==> config.mk <==
export PLATFORM = sky130hd
export DESIGN_NAME = cyber_player
export DESIGN_NICKNAME = d
export VERILOG_FILES = /design/src/rtl/tow_pkg.sv /design/src/rtl/lfsr10.sv /design/src/rtl/cyber_player.sv
export SDC_FILE = /design/constraint.sdc
export NUM_CORES = 1
export LEC_CHECK = 0
export ABC_CLOCK_PERIOD_IN_PS = 2600
export CAP_MARGIN = 20
export CORE_MARGIN = 5
export CORE_UTILIZATION = 45
export CTS_CLUSTER_DIAMETER = 40
export CTS_CLUSTER_SIZE = 16
export DETAILED_ROUTE_END_ITERATION = 16
export PLACE_DENSITY = 0.75
export SLEW_MARGIN = 40
export SYNTH_ARGS = -nofsm -noshare
export SYNTH_HDL_FRONTEND = slang
export SYNTH_SLANG_ARGS = --single-unit
==> constraint.sdc <==
create_clock -name clk -period 2.6 [get_ports clk]
set_input_delay 0.65 -clock clk [delete_from_list [all_inputs] [get_ports clk]]
set_output_delay 0.65 -clock clk [all_outputs]
set_load 0.01 [all_outputs]
==> src/rtl/tow_pkg.sv <==
// Shared types and constants for the tug-of-war game blocks.
// Holds the cyber player FSM encoding and the LFSR geometry/step function.
package tow_pkg;

  localparam int unsigned LFSR_W      = 10;
  localparam int unsigned LFSR_TAP_HI = 9;
  localparam int unsigned LFSR_TAP_LO = 6;
  localparam int unsigned TICK_CNT_W  = 4;
  localparam int unsigned PRESS_CNT_W = 8;

  typedef enum logic [1:0] {
    IDLE,
    PRESS,
    RELEASE
  } cyber_state_t;

  // One Fibonacci step; an all-zero state is stuck, so it recovers to the seed.
  function automatic logic [LFSR_W-1:0] lfsr_next(input logic [LFSR_W-1:0] cur,
                                                   input logic [LFSR_W-1:0] seed);
    if (cur == '0) begin
      return seed;
    end
    return {cur[LFSR_W-2:0], cur[LFSR_TAP_HI] ^ cur[LFSR_TAP_LO]};
  endfunction

endpackage

==> src/rtl/lfsr10.sv <==
// 10-bit maximal-length Fibonacci LFSR that steps only on unhalted game ticks.
// A zero state reloads SEED on the next step.
module lfsr10
  import tow_pkg::*;
#(
  parameter logic [LFSR_W-1:0] SEED = 10'h001
) (
  input  logic              clk,
  input  logic              reset_n,
  input  logic              tick_en,
  input  logic              halt,
  output logic [LFSR_W-1:0] value
);

  logic [LFSR_W-1:0] value_q;
  logic [LFSR_W-1:0] value_d;

  always_comb begin
    value_d = value_q;
    if (tick_en && !halt) begin
      value_d = lfsr_next(value_q, SEED);
    end
  end

  always_ff @(posedge clk or negedge reset_n) begin
    if (!reset_n) begin
      value_q <= SEED;
    end else begin
      value_q <= value_d;
    end
  end

  assign value = value_q;

endmodule

==> src/rtl/cyber_player.sv <==
// Computer-controlled tug-of-war opponent: LFSR-vs-difficulty press decisions.
// Optional CYBER_PRESS_CNT_EN adds a saturating press_count output.
module cyber_player
  import tow_pkg::*;
#(
  parameter logic [LFSR_W-1:0] SEED           = 10'h001,
  parameter int unsigned       HOLD_TICKS     = 1,
  parameter int unsigned       COOLDOWN_TICKS = 1
) (
  input  logic                   clk,
  input  logic                   reset_n,
  input  logic                   tick_en,
  input  logic                   halt,
  input  logic [LFSR_W-2:0]      difficulty,
  output logic                   press,
`ifdef CYBER_PRESS_CNT_EN
  output logic [PRESS_CNT_W-1:0] press_count,
`endif
  output logic [LFSR_W-1:0]      lfsr
);

  localparam logic [TICK_CNT_W-1:0] HOLD_LD = TICK_CNT_W'(HOLD_TICKS - 1);
  localparam logic [TICK_CNT_W-1:0] COOL_LD = TICK_CNT_W'(COOLDOWN_TICKS - 1);

  cyber_state_t          state_q, state_d;
  logic [TICK_CNT_W-1:0] cnt_q, cnt_d;
  logic                  press_q, press_d;
  logic [LFSR_W-1:0]     lfsr_value;
  logic                  hit;

  lfsr10 #(
    .SEED(SEED)
  ) u_lfsr (
    .clk    (clk),
    .reset_n(reset_n),
    .tick_en(tick_en),
    .halt   (halt),
    .value  (lfsr_value)
  );

  // Pre-advance LFSR value is compared on the same edge that steps it.
  assign hit = {1'b0, difficulty} > lfsr_value;

  always_comb begin
    state_d = state_q;
    cnt_d   = cnt_q;
    press_d = press_q;
    if (halt) begin
      state_d = IDLE;
      cnt_d   = '0;
      press_d = 1'b0;
    end else if (tick_en) begin
      case (state_q)
        IDLE: begin
          if (hit) begin
            state_d = PRESS;
            press_d = 1'b1;
            cnt_d   = HOLD_LD;
          end else begin
            press_d = 1'b0;
          end
        end
        PRESS: begin
          if (cnt_q == '0) begin
            state_d = RELEASE;
            press_d = 1'b0;
            cnt_d   = COOL_LD;
          end else begin
            cnt_d = cnt_q - 1'b1;
          end
        end
        RELEASE: begin
          press_d = 1'b0;
          if (cnt_q == '0) begin
            state_d = IDLE;
          end else begin
            cnt_d = cnt_q - 1'b1;
          end
        end
        default: begin
          state_d = IDLE;
          cnt_d   = '0;
          press_d = 1'b0;
        end
      endcase
    end
  end

  always_ff @(posedge clk or negedge reset_n) begin
    if (!reset_n) begin
      state_q <= IDLE;
      cnt_q   <= '0;
      press_q <= 1'b0;
    end else begin
      state_q <= state_d;
      cnt_q   <= cnt_d;
      press_q <= press_d;
    end
  end

  assign press = press_q;
  assign lfsr  = lfsr_value;

`ifdef CYBER_PRESS_CNT_EN
  logic                   enter_press;
  logic                   halt_q;
  logic [PRESS_CNT_W-1:0] press_cnt_q;

  assign enter_press = (state_q == IDLE) && (state_d == PRESS);

  // A rising halt marks the end of a round, so the tally restarts.
  always_ff @(posedge clk or negedge reset_n) begin
    if (!reset_n) begin
      halt_q      <= 1'b0;
      press_cnt_q <= '0;
    end else begin
      halt_q <= halt;
      if (halt && !halt_q) begin
        press_cnt_q <= '0;
      end else if (enter_press && (press_cnt_q != '1)) begin
        press_cnt_q <= press_cnt_q + 1'b1;
      end
    end
  end

  assign press_count = press_cnt_q;
`endif

endmodule
# After elaboration in Yosys (flattened, before gate mapping)
# Cells that the tools add are included.
[word_totals]
ff_bits = 17
output_inout_bits = 11
wordCells = 43
[op_classes]
add_sub_neg = 1
n_lt_le_gt_ge = 1
eq_ne = 6
mux = 21
n_bitwise = 1
reduce_logical = 9
[op_table]
columns = ["operator", "count"]
rows = [
  ["$mux W10", 2],
  ["$mux W4", 5],
  ["$ne A3 B3 Y1 const B", 4],
  ["$pmux W4 S3", 1],
  ["$gt A9 B10 Y1", 1],
  ["$logic_not A10 Y1", 1],
  ["$mux W2", 5],
  ["$mux W1", 6],
  ["$pmux W2 S3", 1],
  ["$logic_not A4 Y1", 1],
  ["$reduce_and A4 Y1", 1],
  ["$sub A4 B1 Y4 const B", 1],
  ["$reduce_and A3 Y1", 1],
  ["$eq A2 B1 Y1 const B", 1],
  ["$eq A2 B2 Y1 const B", 1],
  ["$logic_not A2 Y1", 1],
  ["$pmux W1 S2", 1],
  ["$reduce_and A2 Y1", 1],
  ["$reduce_bool A2 Y1", 1],
  ["$logic_and A1 B1 Y1", 1],
  ["$logic_not A1 Y1", 1],
  ["$xor A1 B1 Y1", 1],
]

# Logic depth before layout (Yosys ltp)
# Gate-level depths: netlist of the first run.
[logic_depth]
ltp_word = 5
depth_mapped = 7
depth_no_buf = 7

# Modules after synthesis
# From an unflattened synthesis of the first run, not the netlist that was laid out.
[unflattened]
hier_cells = 126
area_unflattened_um2 = 1272.5
[modules_own_cells]
columns = ["mod", "n_inst", "cells_per_inst", "area_per_inst_um2"]
rows = [
  ["cyber_player", 1, 98, 848.3],
  ["lfsr10", 1, 28, 424.2],
]

# Least setup slack after synthesis of the first run
# No wires, ideal clock.
[synth_timing]
kind = "input -> register"
startpoint = "input port difficulty[7]"
endpoint = "register cnt_q[2]"
arrival_ns = 2.070
t_required_ns = 2.476
slack_ns = 0.406
stages = 6
cell_sequence = "ha_1 a211oi_2 o21ai_1 o32ai_2 a2111oi_2 a211o_1"
[synth_via]
elab_chain_cells = 3
[synth_rtl]
columns = ["item", "line_no", "text"]
rows = [
  ["start: declaration", "cyber_player.sv:14", "input logic [LFSR_W-2:0] difficulty,"],
  ["$gt A9 B10 Y1", "cyber_player.sv:42", "assign hit = {1'b0, difficulty} > lfsr_value;"],
  ["$ne A3 B3 Y1 (no source line)", "-", ""],
  ["$reduce_and A3 Y1 (no source line)", "-", ""],
  ["end signal: assignment", "cyber_player.sv:96", "cnt_q <= cnt_d;"],
  ["end: declaration", "cyber_player.sv:26", "logic [TICK_CNT_W-1:0] cnt_q, cnt_d;"],
]
# No other way between the ends.
# A chain may end at the register's enable or synchronous reset.

# Worst setup path in the final report of the first run
[layout_timing]
startpoint = "input port difficulty[4]"
endpoint = "register state_q[1]"
[layout_via]
elab_chain_cells = 3
[layout_rtl]
columns = ["item", "line_no", "text"]
rows = [
  ["$gt A9 B10 Y1", "cyber_player.sv:42", ""],
  ["$ne A3 B3 Y1 (no source line)", "-", ""],
  ["$reduce_and A4 Y1 (no source line)", "-", ""],
  ["end signal: assignment", "cyber_player.sv:95", "state_q <= state_d;"],
  ["end: declaration", "cyber_player.sv:25", "cyber_state_t state_q, state_d;"],
]
# No other way between the ends.

==> results of run 1 <==
cells in the mapped netlist, types with 2 or more instances:
cell	count	share of area, %
nand3_1	2	0.86
inv_1	16	5.2
nor2_1	3	0.97
nor2b_1	2	1.1
ha_1	15	16
dfrtp_1	16	35
a211oi_1	2	1.3
a21o_1	2	1.3
a21oi_1	7	3.0
nor4_1	2	1.1
clkbuf_1	3	0.97
nor3_1	2	0.86
mux2_2	2	1.9
o21ai_0	10	4.3
nand2_1	15	4.9
worst paths after layout:
path	from	cells after the start	endpoint
min in group asynchronous	reset_n	2	cnt_q[3]
max	difficulty[4]	8	state_q[1]
min reg2reg	press	2	press
max reg2reg	u_lfsr.value[5]	8	state_q[1]
max in group asynchronous	reset_n	2	u_lfsr.value[0]
min	press	2	press
where the power goes:
part           leakage [nW]  internal [W]  switching (W)
logic                 0.411      0.000230       0.000219
registers             0.223      0.000320      0.0000600
clock network        0.0150     0.0000595      0.0000811
cell type report:
class	count	area, um^2	area share (%)
Clock buffer	4	26.3	1.79
Multi-Input combinational cell	87	659	44.9
Inverter	16	60.1	4.09
Timing Repair Buffer	27	260	17.7
Tap cell	30	37.5	2.55
Sequential cell	17	427	29.0
worst register-to-register path: stages, from the launching register on:
cell	delay [ps]
dfrtp_1	410
inv_1	80
ha_1	300
and4_4	210
a311oi_2	320
o32ai_2	140
buf_4	180
a21oi_1	190
mux2i_1	210
cell usage in the layout (no fill, tap or decap), types with 3 or more instances in the layout:
master            n
a21oi_1           7
buf_4             4
clkbuf_4          3
clkdlybuf4s50_1  23
dfrtp_1          16
ha_1             15
inv_1            16
nand2_1          15
nor2_1            3
o21ai_0          10
cell families after synthesis:
family	after synthesis
AO/OA/AOI/OAI	38
AND/OR/NAND/NOR	31
buffers and inverters	19
flip-flops	17
adder cells (fa/ha/maj)	15
multiplexers	3
per-layer routing:
metal / wire length [um] / up-vias / share of wire (%)
met1: 1120 / 488 / 41
met3: 207 / 6 / 7.6
met5: 0 / - / 0
li1: - / 495 / -
met4: 45 / 0 / 1.7
met2: 1350 / 39 / 50
sequential cells by signal, summed over array words and instances, names as in the netlist:
register	flops
cnt_q	4
press	1
state_q	2
u_lfsr.value	10
through the flow:
step           setup TNS [ps]  util (%)  area, um^2  total power, W  std cells
5_1_grt                     0      59.3        1470         0.00104        181
3_5_place_dp             -563      58.3        1440        0.000837        177
6_report                    0      59.3        1470        0.000970        181
2_1_floorplan               0         -        1160        0.000622        123
3_3_place_gp             -316      58.3        1440        0.000810        177
4_1_cts                     0      59.3        1470        0.000980        181
==> flow_summary.yaml, run 1 <==
critical_path:
  start_kind: "input port"
  worstPathRequired_ps: 2810
  worst_setup_path_end_kind: "register"
  worstPathCellList: "clkdlybuf4s50_1 > ha_1 > and4_4 > a311oi_2 > o32ai_2 > buf_4 > a21oi_1 > mux2i_1"
  cpPeakStageDelay_ps: 420
  crit_arrival_ps: 2620
  path_buf_inv: 2
  slowest_stage: "clkdlybuf4s50_1"
  path_class: "input port to register"
  crit_fanout: 5
  critPathTopFamily: "compound AO/OA/AOI/OAI gates"
  rrSetupSlack_ps: 490
logic_synthesis:
  synth_compound_area_share_pct: 24.2
  synth_top_family_by_area: "compound AO/OA/AOI/OAI gates"
  yosysWarnings: 0
  synth-edff-count: 0
  syn-mean-instance-area_um2: 9.41
  synth_area_um2: 1160
  syn_nets: 151
  yosys.area_share.adder_pct: 16.2
  synth-seq-cells: 17
  synth_xor_area_share_pct: 0
  yosysSeqAreaShare_pct: 36.9
  synthCells: 123
  async_flop_share_pct: 100
  synth_ff_type: "dfrtp_1"
  yosysUniqueCellTypes: 39
  synthMuxAreaShare_pct: 2.81
  yosys.area_share.simple_pct: 13.7
final_layout:
  drive_above_1_share_pct: 11.9
  antennaDiodeCount: 0
  fillers: 243
  nets: 180
  area_growth_syn_to_layout_pct: 27.0
place:
  dp_hpwl_mm: 2.21
  pre_cts_ws_ps: -118
  gp_congestion: 0.885
  io_buffers: 23
run:
  cap_violations: 0
clock_tree:
  h-tree-depth: 1
  cts_tree: "built"
  clk_latency_ps: 290
  clkSlewWorstSetupHoldPaths_ps: 90
  hold_buffers: 0
  clock_sinks: 17
  clock-root-buffer: "clkbuf_4"
  cts_post_setup_buffers_inserted: 0
  cts_made_buffers: 3
  clockBufferDepth: 2
  cts_resized: 0
sta:
  rsz0062_at_grt: "false"
  finalCritPeriodShare_pct: 92.8
  slew_violations: 0
  hold_violations: 0
  hold_ws_ps: 532
  max_freq_mhz: 415
  setup_viol: 0
  max_slew_margin_pct: 73.5
  final.setup_skew_ps: 10.4
  setup_ws_ps: 188
  post-route-min-period_ps: 2410
  worst_pin_slew_ps: 397
global_routing:
  antenna_found_initial: 0
  grt_pass1_vias: 1028
  grt_use_met1_pct: 17.9
  grt_pass1_wl_mm: 4.27
  grt_start_max_net_pins: 19
  use_met3_pct: 2.13
  met2_usage_pct: 28.2
  grtUsageTotal_pct: 15.6
  busiest_layer: "met2"
  grt.overflow.total: 0
detailed_routing:
  vias_per_cell: 5.68
  dr_total_vias: 1028
  drt_wl_total_mm: 2.73
  detail_route.iter0.violations: 39
  ant_nets: 0
  drc_errors: 0
  first_pass_iters: 4
  wl_per_cell_um: 15.1
run_status:
  outcome: "finished, final reports clean"
floorplan:
  rows: 18
  dieArea_um2: 3690
  die_y_um: 60.7
  initial_core_util_pct: 46.7
  pin_count: 24
  die_width_um: 60.7
  core_area_um2: 2480
pwr:
  p_per_area_nw_per_um2: 660
  ir_drop_mv: 0.398
  total_leakage_power_nw: 0.649
min_path:
  hp-class: "register to register"
Power figures use the tool's default switching activity.
==> run 2: changes to the inputs <==
- DONT_BUFFER_PORTS: default -> 1
- GPL_TIMING_DRIVEN: default -> 0
- PLACE_DENSITY: 0.75 -> 0.63
- SKIP_CTS_REPAIR_TIMING: default -> 1
==> flow_summary.yaml, run 2 (synthesized netlist as in run 1, its figures left out) <==
run_status:
  outcome: "finished, final reports clean"
critical_path:
  path_buf_inv: 1
  crit_arrival_ps: 2470
  worst_setup_path_end_kind: "register"
  cpPeakStageDelay_ps: 470
  r2r_start: "u_lfsr.value[7]"
  worstPathRequired_ps: 2790
  path_class: "register to register"
  slowest_stage: "dfrtp_1"
  critPathTopFamily: "compound AO/OA/AOI/OAI gates"
  crit_fanout: 6
  startpoint: "u_lfsr.value[7]"
  start_kind: "register"
  worstPathCellList: "inv_1 > ha_1 > a211oi_2 > o21ai_1 > o32ai_2 > a2111oi_2 > a211o_1"
global_routing:
  grt_pass1_vias: 939
  grt_start_max_net_pins: 18
  grtUsageTotal_pct: 15.4
  grt.overflow.total: 0
  antenna_found_initial: 0
  grt_pass1_wl_mm: 4.24
detailed_routing:
  drt_wl_total_mm: 2.50
  vias_per_cell: 5.87
  detail_route.iter0.violations: 43
  wl_per_cell_um: 15.9
  dr_total_vias: 921
  ant_nets: 0
  drc_errors: 0
  first_pass_iters: 4
place:
  dp_hpwl_mm: 2.00
  placed_cell_area_um2: 1190
  io_buffers: 0
  gp_congestion: 0.846
sta:
  rsz0062_at_grt: "false"
  post-route-min-period_ps: 2290
  slew_violations: 0
  tns_ps: 0
  max_slew_margin_pct: 65.4
  max_freq_mhz: 438
  final.setup_skew_ps: 4.15
  hold_ws_ps: 41.4
  hold_violations: 0
  worst_pin_slew_ps: 518
  setup_viol: 0
  finalCritPeriodShare_pct: 87.9
floorplan:
  pin_count: 24
  initial_core_util_pct: 46.7
  die_y_um: 60.7
  die_width_um: 60.7
  dieArea_um2: 3690
  rows: 18
  core_area_um2: 2480
pwr:
  ir_drop_mv: 0.469
  p_per_area_nw_per_um2: 681
  total_leakage_power_nw: 0.547
final_layout:
  largest_reg_flops: 10
  drive_above_1_share_pct: 11.0
  area_growth_syn_to_layout_pct: 5.51
  nets: 156
  final_cell_mix: "inv_1 (16), dfrtp_1 (16), nand2_1 (15), ha_1 (15), o21ai_0 (10)"
  finalInstanceArea_um2: 1220
  antennaDiodeCount: 0
clock_tree:
  clock-root-buffer: "clkbuf_4"
  cts_tree: "built"
  clk_latency_ps: 290
  clockBufferDepth: 2
  cts_made_buffers: 3
  clock_sinks: 17
  h-tree-depth: 1
  clkSlewWorstSetupHoldPaths_ps: 100
run:
  cap_violations: 0
min_path:
  hp-class: "input port to async pin"
-- run 2: cell count changes in the layout (fill, tap and decap cells not counted) --
cell,before,now
clkdlybuf4s50_1,23,0
clkbuf_1,1,4
buf_4,4,0
-- run 2: cell type report --
cell class	count	area [um^2]
clock buffer	4	26.3
fill	245	1260
buffer	3	11.3
multi-input combinational	87	659
inverter	16	60.1
tap	30	37.5
sequential	17	427
-- run 2: routing by layer --
layer	part of all wire [%]	vias up	global-route usage, %
met5	0	-	0
met4	0.88	0	3.72
met3	8.4	2	5.74
met2	48	23	28.2
met1	43	452	16.7
li1	-	444	-
-- run 2: path summary, 6_finish.rpt --
check	to	slack [ps]	cells past startpoint
max	cnt_q[2]	310	7
max in group asynchronous	u_lfsr.value[0]	2390	0
max reg2reg	cnt_q[2]	310	7
min reg2reg	cnt_q[1]	530	1
min	u_lfsr.value[2]	40	0
min in group clk	press	410	1
-- run 2: per-stage QoR --
| step | total power [W] | utilization [%] | setup WS [ps] | std cells |
|---|---|---|---|---|
| final | 0.000831 | 49.3 | 315 | 157 |
| after global routing | 0.000903 | 49.3 | 219 | 157 |
| after CTS | 0.000841 | 49.3 | 329 | 157 |
| after detailed placement | 0.000697 | 48.2 | 216 | 153 |
| after global placement | 0.000684 | 48.2 | 235 | 153 |
| after floorplan | 0.000622 | - | 406 | 123 |
-- run 2: where the power goes --
part           switching (W)  internal (W)
combinational       0.000157      0.000122
sequential         0.0000907      0.000321
clock              0.0000818     0.0000596
total               0.000329      0.000502
